===== src/rtl/serial_adder_8b.sv =====
`default_nettype none
// ============================================================================
// Module   : serial_adder_8b
// Brief    : Bit-serial unsigned adder, LSB first, one full adder + carry FF.
// Revision : 1.0
// ============================================================================
module serial_adder_8b #(
    parameter int WIDTH = 8
) (
    input  logic [WIDTH-1:0] data1,
    input  logic [WIDTH-1:0] data2,
    input  logic             reset_n,
    input  logic             clk,
    input  logic             start,
    output logic [WIDTH-1:0] sum,
    output logic             done
);

    localparam int CNT_W = $clog2(WIDTH + 1);

    typedef enum logic [1:0] {
        IDLE = 2'd0,
        ADD  = 2'd1,
        DONE = 2'd2
    } state_t;

    state_t             state_q, state_d;
    logic [WIDTH-1:0]   a_q, a_d;
    logic [WIDTH-1:0]   b_q, b_d;
    logic [WIDTH-1:0]   res_q, res_d;
    logic [WIDTH-1:0]   sum_q, sum_d;
    logic [CNT_W-1:0]   cnt_q, cnt_d;
    logic               carry_q, carry_d;
    logic               done_q, done_d;

    logic               w_sum_bit;
    logic               w_carry_bit;

    assign w_sum_bit   = a_q[0] ^ b_q[0] ^ carry_q;
    assign w_carry_bit = (a_q[0] & b_q[0]) | (a_q[0] & carry_q) | (b_q[0] & carry_q);

    always_ff @(posedge clk or negedge reset_n) begin
        if (!reset_n) begin
            state_q <= IDLE;
            a_q     <= '0;
            b_q     <= '0;
            res_q   <= '0;
            sum_q   <= '0;
            cnt_q   <= '0;
            carry_q <= 1'b0;
            done_q  <= 1'b0;
        end else begin
            state_q <= state_d;
            a_q     <= a_d;
            b_q     <= b_d;
            res_q   <= res_d;
            sum_q   <= sum_d;
            cnt_q   <= cnt_d;
            carry_q <= carry_d;
            done_q  <= done_d;
        end
    end

    always_comb begin
        state_d = state_q;
        a_d     = a_q;
        b_d     = b_q;
        res_d   = res_q;
        sum_d   = sum_q;
        cnt_d   = cnt_q;
        carry_d = carry_q;
        done_d  = 1'b0;

        case (state_q)
            IDLE: begin
                if (start) begin
                    a_d     = data1;
                    b_d     = data2;
                    carry_d = 1'b0;
                    cnt_d   = '0;
                    state_d = ADD;
                end
            end
            ADD: begin
                // One extra cycle after the last shift publishes the finished word.
                if (cnt_q == CNT_W'(WIDTH)) begin
                    sum_d   = res_q;
                    done_d  = 1'b1;
                    state_d = DONE;
                end else begin
                    carry_d = w_carry_bit;
                    a_d     = a_q >> 1;
                    b_d     = b_q >> 1;
                    res_d   = {w_sum_bit, res_q[WIDTH-1:1]};
                    cnt_d   = cnt_q + CNT_W'(1);
                end
            end
            DONE: begin
                if (start) begin
                    done_d = 1'b1;
                end else begin
                    state_d = IDLE;
                end
            end
            default: begin
                state_d = IDLE;
            end
        endcase
    end

    assign sum  = sum_q;
    assign done = done_q;

endmodule
`default_nettype wire


===== config.mk =====
export PLATFORM = sky130hd
export DESIGN_NAME = serial_adder_8b
export DESIGN_NICKNAME = d
export VERILOG_FILES = /design/src/rtl/serial_adder_8b.sv
export SDC_FILE = /design/constraint.sdc
export NUM_CORES = 1
export LEC_CHECK = 0
export CELL_PAD_IN_SITES_DETAIL_PLACEMENT = 0
export CELL_PAD_IN_SITES_GLOBAL_PLACEMENT = 2
export CORE_ASPECT_RATIO = 1.2
export CORE_MARGIN = 2
export CORE_UTILIZATION = 37
export DETAILED_ROUTE_END_ITERATION = 12
export PLACE_DENSITY_LB_ADDON = 0.1
export SYNTH_ARGS = -nofsm -noshare
export SYNTH_HDL_FRONTEND = slang
export SYNTH_SLANG_ARGS = --single-unit

===== constraint.sdc =====
create_clock -name clk -period 2.25 [get_ports clk]
set_input_delay 0.5625 -clock clk [delete_from_list [all_inputs] [get_ports clk]]
set_output_delay 0.5625 -clock clk [all_outputs]
set_load 0.03 [all_outputs]

* After elaboration in Yosys (flattened, before gate mapping) *
Cells that the tools add are included.

cells by class
  divide/modulo/power cells = 0
  reductions and logical operators = 6
  bitwise logic cells = 8
  add/sub/neg operators = 1
  multipliers = 0
  eq/ne operators = 7
  $lt $le $gt $ge = 0
  shifts and indexed selects = 0
  multiplexer cells = 19

operators by type and width
  operator                                                          number
  8-bit 2-to-1 mux                                                  4
  8-bit case mux with 2 select lines                                2
  4-bit 2-to-1 mux                                                  2
  2-bit != test (second input constant)                             4
  4-bit case mux with 2 select lines                                1
  2-bit 2-to-1 mux                                                  3
  2-bit case mux with 3 select lines                                1
  3-bit AND reduction                                               2
  4-bit by 1-bit adder with 4-bit output (second input constant)    1
  4-bit == test (second input constant)                             1
  1-bit 2-to-1 mux                                                  4
  1-bit case mux with 2 select lines                                2
  2-bit AND reduction                                               2
  1-bit bitwise AND                                                 3
  2-bit by 1-bit == test with 1-bit output (second input constant)  1
  2-bit == test (second input constant)                             1
  2-bit logical NOT                                                 1
  1-bit OR                                                          2
  2-bit nonzero test                                                1
  1-bit XOR                                                         2
  1-bit NOT                                                         1

storage, ports and cells
  bits in registers = 40
  RAM bits = 0
  bits in latches = 0
  input port bits = 19
  logic and storage cells = 49
  memories kept = 0
  output and inout bits = 9
  bits in read-only memories = 0

* Logic depth before layout (Yosys ltp) *
  depth in word-level cells = 5
  gate-level depth with buffers = 7
  depth with buffers taken out = 5

* Least setup slack after synthesis *
Ideal clock, no wire load.

  path kind = reg-to-reg
  start = register state_q[1]
  end = register b_q[6]
  data required time = 2125 ps
  stages on the path, launching flop included = 7
  buffers on the path = 2
  setup time = 125 ps
  arrival time = 1468 ps
  setup slack = 657 ps
  path through = dfrtp_1 > inv_1 > ha_1 > buf_6 > buf_4 > mux2_2 > mux2_4

on the way
  word-level cells in the longest chain between the ends = 3
  elaborated cells between the ends (all ways) = 7
  those cells by class = eq/ne (3); mux (1); reduce/logical (3)

RTL lines
  element                                                                        line  source
  start: declaration                                                             27    state_t state_q, state_d;
  start signal: assignment                                                       53    state_q <= state_d;
  2-bit by 1-bit == test with 1-bit output or 2-bit logical NOT (tied branches)  74    case (state_q)
  2-bit != test (no source line) or 2-bit nonzero test (tied branches)           --
  3-bit AND reduction (no source line)                                           --
  end signal: assignment                                                         46    b_q <= '0;
  end signal: assignment                                                         55    b_q <= b_d;
  end: declaration                                                               29    logic [WIDTH-1:0] b_q, b_d;

Parallel ways exist; a longest one is shown, timed or not.
A chain may end at the register's enable or synchronous reset.

* Final worst setup path *
  start = register sum_q[1] (netlist: sum[1])
  end = output port sum[1]

RTL lines
  element                   line  source
  start: declaration        31    logic [WIDTH-1:0] sum_q, sum_d;
  start signal: assignment  57    sum_q <= sum_d;
  end: declaration          15    output logic [WIDTH-1:0] sum,

No word-level cell between the ends.

==> flow_summary.toml <==
[power_and_ir_drop]
comb_power_share_pct = 48.2
p_int_mw = 2.32
power_density_nw_per_um2 = 1400
p_leak_nw = 1.12
swShare_pct = 31.9
p_switching_mw = 1.09
clkPwrFrac_pct = 16.8
power.share.sequential_pct = 35.1
max-vdd-ir-drop_mv = 0.652

[sta]
fin_crit_ns = 1.88
timing.setup.tns_ns = 0
timing.final.crit_share_pct = 83.3
slew_headroom_pct = 65.9
worst_pin_slew_ns = 0.512
fmax_mhz = 533
report.final.slew_viol_count = 0
hold_violations = 0
setup_ws_ns = 0.375
skew_ns = 0.0102
rsz0062_at_grt = "no"
holdWs_ns = 0.235
setup_viol = 0

[global_routing]
grtUsageTotal_pct = 12.9
grt_max_degree = 22
grt_pass1_wl_um = 5910
overflow = 0
antenna_found_initial = 0
grt_pass1_vias = 1240

[setup_path]
regToRegStartpoint = "state_q[1]$_DFFE_PN0P_"
crit_slowest_cell = "clkdlybuf4s50_1"
crit_end = "sum[1]"
path_class = "reg2out"
ff2ff_setup_slack_ns = 0.51
arrival_ns = 1.31
crit_path_max_fanout = 2
cp_cell_sequence = "clkdlybuf4s50_1"
critical_path.startpoint = "sum[1]$_DFFE_PN0P_"
critPathMaxStageDelay_ns = 0.67
cp.depth = 1
worst_r2r_endpoint = "a_q[2]$_DFFE_PN0P_"
cp_num_buf_inv = 1
cp-start-kind = "flip-flop"
worstPathRequired_ns = 1.69
reg2reg_depth = 7
crit_family = "buffers and inverters"
setup.worst_path.end_class = "output pin"

[routing]
drt_first_pass_iters = 4
viasPerCell = 5.00
antenna_left = 0
drc = 0
totalWireLength_um = 3460
first_iter_violations = 53
num_vias = 1175
wl_per_cell_um = 14.7

[finish]
num_antenna_cells = 0
multiInputGateArea_um2 = 842
area_delta_synth_final_pct = 25.7
fill_cells = 438
final_nets = 200
fin_util_pct = 48.7
seq_area_um2 = 1000
drive_above_1_share_pct = 33.7

[run]
maxCapViolations = 0

[clock_tree]
worstSkewPairLatency_ns = 0.29
cts-resized-gates = 0
h-tree-depth = 2
cts_root_buf = "clkbuf_8"
tritoncts = "yes"
cts.sinks = 40
cts_hold_buf = 0
clockBufferDepth = 2
post_cts.repair.setup_buffers = 0
cts_made_buffers = 5
clk_pin_slew_worst_paths_ns = 0.07

[floorplan]
io_pins = 28
die_area_um2 = 5840
rows = 28
fp.dieW_um = 70.1
die_height_um = 83.3
start_util_pct = 38.7
core_um2 = 5010

[logic_synthesis]
syn_area_um2 = 1940
syn_inst = 138
synth_largest_area_cell = "dfrtp_1"
yosysMostFrequentCell = "dfrtp_1"
syn_avg_cell_area_um2 = 14.1
netlist.area_leader.share_pct = 51.6
synthArstFlopShare_pct = 100
yosys_register_bits = 40
yosysWarnings = 0
syn-num-nets = 164
synthTopCellsByArea = "dfrtp_1 52%, mux2_2 17%, mux2_4 8.5%, ha_1 3.9%, mux2i_1 3.1%"
ys_seq_area_share_pct = 51.6
synth_cell_type_count = 27
synth_ff_type = "dfrtp_1"
synth_top_cells_by_count = "40 x dfrtp_1, 29 x mux2_2, 13 x inv_1"
synth-edff-count = 0

[place]
post-place-ws_ns = 0.0868
place.gp.congestion = 0.709
dp_hpwl_um = 2550
io_buffers = 27

[hold_path]
hold_path_class = "in2async"

[status]
status = "completed"
==> cells by family (layout without fill, tap and decap cells) <==
group / count (synthesis) / in the layout / synth area share (%)
and+or+nand+nor: 15 / 15 / 5.74
DFF: 40 / 40 / 51.6
adders and majority gates: 7 / 7 / 4.90
AOI/OAI and AO/OA: 11 / 11 / 4.32
buffers and inverters: 19 / 56 / 4.97
muxes: 46 / 46 / 28.5
==> metal layers <==
metal	up-vias	part of all wire (%)	global-route usage [%]
li1	549	-	-
met1	601	45	15.5
met2	21	49	20.8
met3	4	4.3	4.13
met4	0	1.6	5.77
met5	-	0	0
==> worst register-to-register path, cell delays in order (launching register included) <==
cell and delay (ns):
dfrtp_1 0.40, inv_1 0.11, ha_1 0.17, buf_4 0.17, nand4b_4 0.12, o211a_4 0.21
buf_12 0.16, mux2_4 0.29
==> layout by cell type, fill, tap and decap left out, types with 5 or more instances in the layout <==
cell	count
dfrtp_1	40
mux2_2	29
clkdlybuf4s50_1	26
inv_1	13
mux2_4	11
mux2i_1	6
ha_1	6
clkbuf_8	5
buf_4	5
==> registers in the layout, indices dropped and copies added (netlist names) <==
signal	cells
sum	8
state_q	2
a_q	8
done	1
carry_q	1
cnt_q	4
b_q	8
res_q	8
==> worst min-delay path by stage <==
stage,end,cells after the start
after floorplan,a_q[0]$_DFFE_PN0P_,0
after global placement,sum[7]$_DFFE_PN0P_,2
after detailed placement,sum[7]$_DFFE_PN0P_,2
after CTS,b_q[5]$_DFFE_PN0P_,1
after global routing,sum[3]$_DFFE_PN0P_,1
final,sum[3]$_DFFE_PN0P_,1
==> cell type report <==
cell class	count	share of cell area (%)
Inverter	13	2.00
Timing Repair Buffer	35	14.9
Clock inverter	2	1.44
Sequential cell	40	41.1
Tap cell	60	3.08
Multi-Input combinational cell	79	34.5
Clock buffer	6	2.98
==> per-stage QoR <==
| step | cells | instance area, um2 | total power, mW |
|---|---|---|---|
| floorplan | 138 | 1940 | 2.41 |
| global placement | 227 | 2330 | 2.81 |
| detailed placement | 227 | 2330 | 2.87 |
| CTS | 235 | 2440 | 3.46 |
| global route | 235 | 2440 | 3.63 |
| finish | 235 | 2440 | 3.41 |
==> power groups by stage <==
stage               Combinational, mW  Sequential (mW)  Clock (mW)
floorplan                        1.18             1.23           0
global placement                 1.62             1.19           0
detailed placement               1.66             1.21           0
CTS                              1.66             1.20       0.596
global route                     1.78             1.23       0.620
finish                           1.64             1.19       0.571
(Power assumes the default switching activity.)
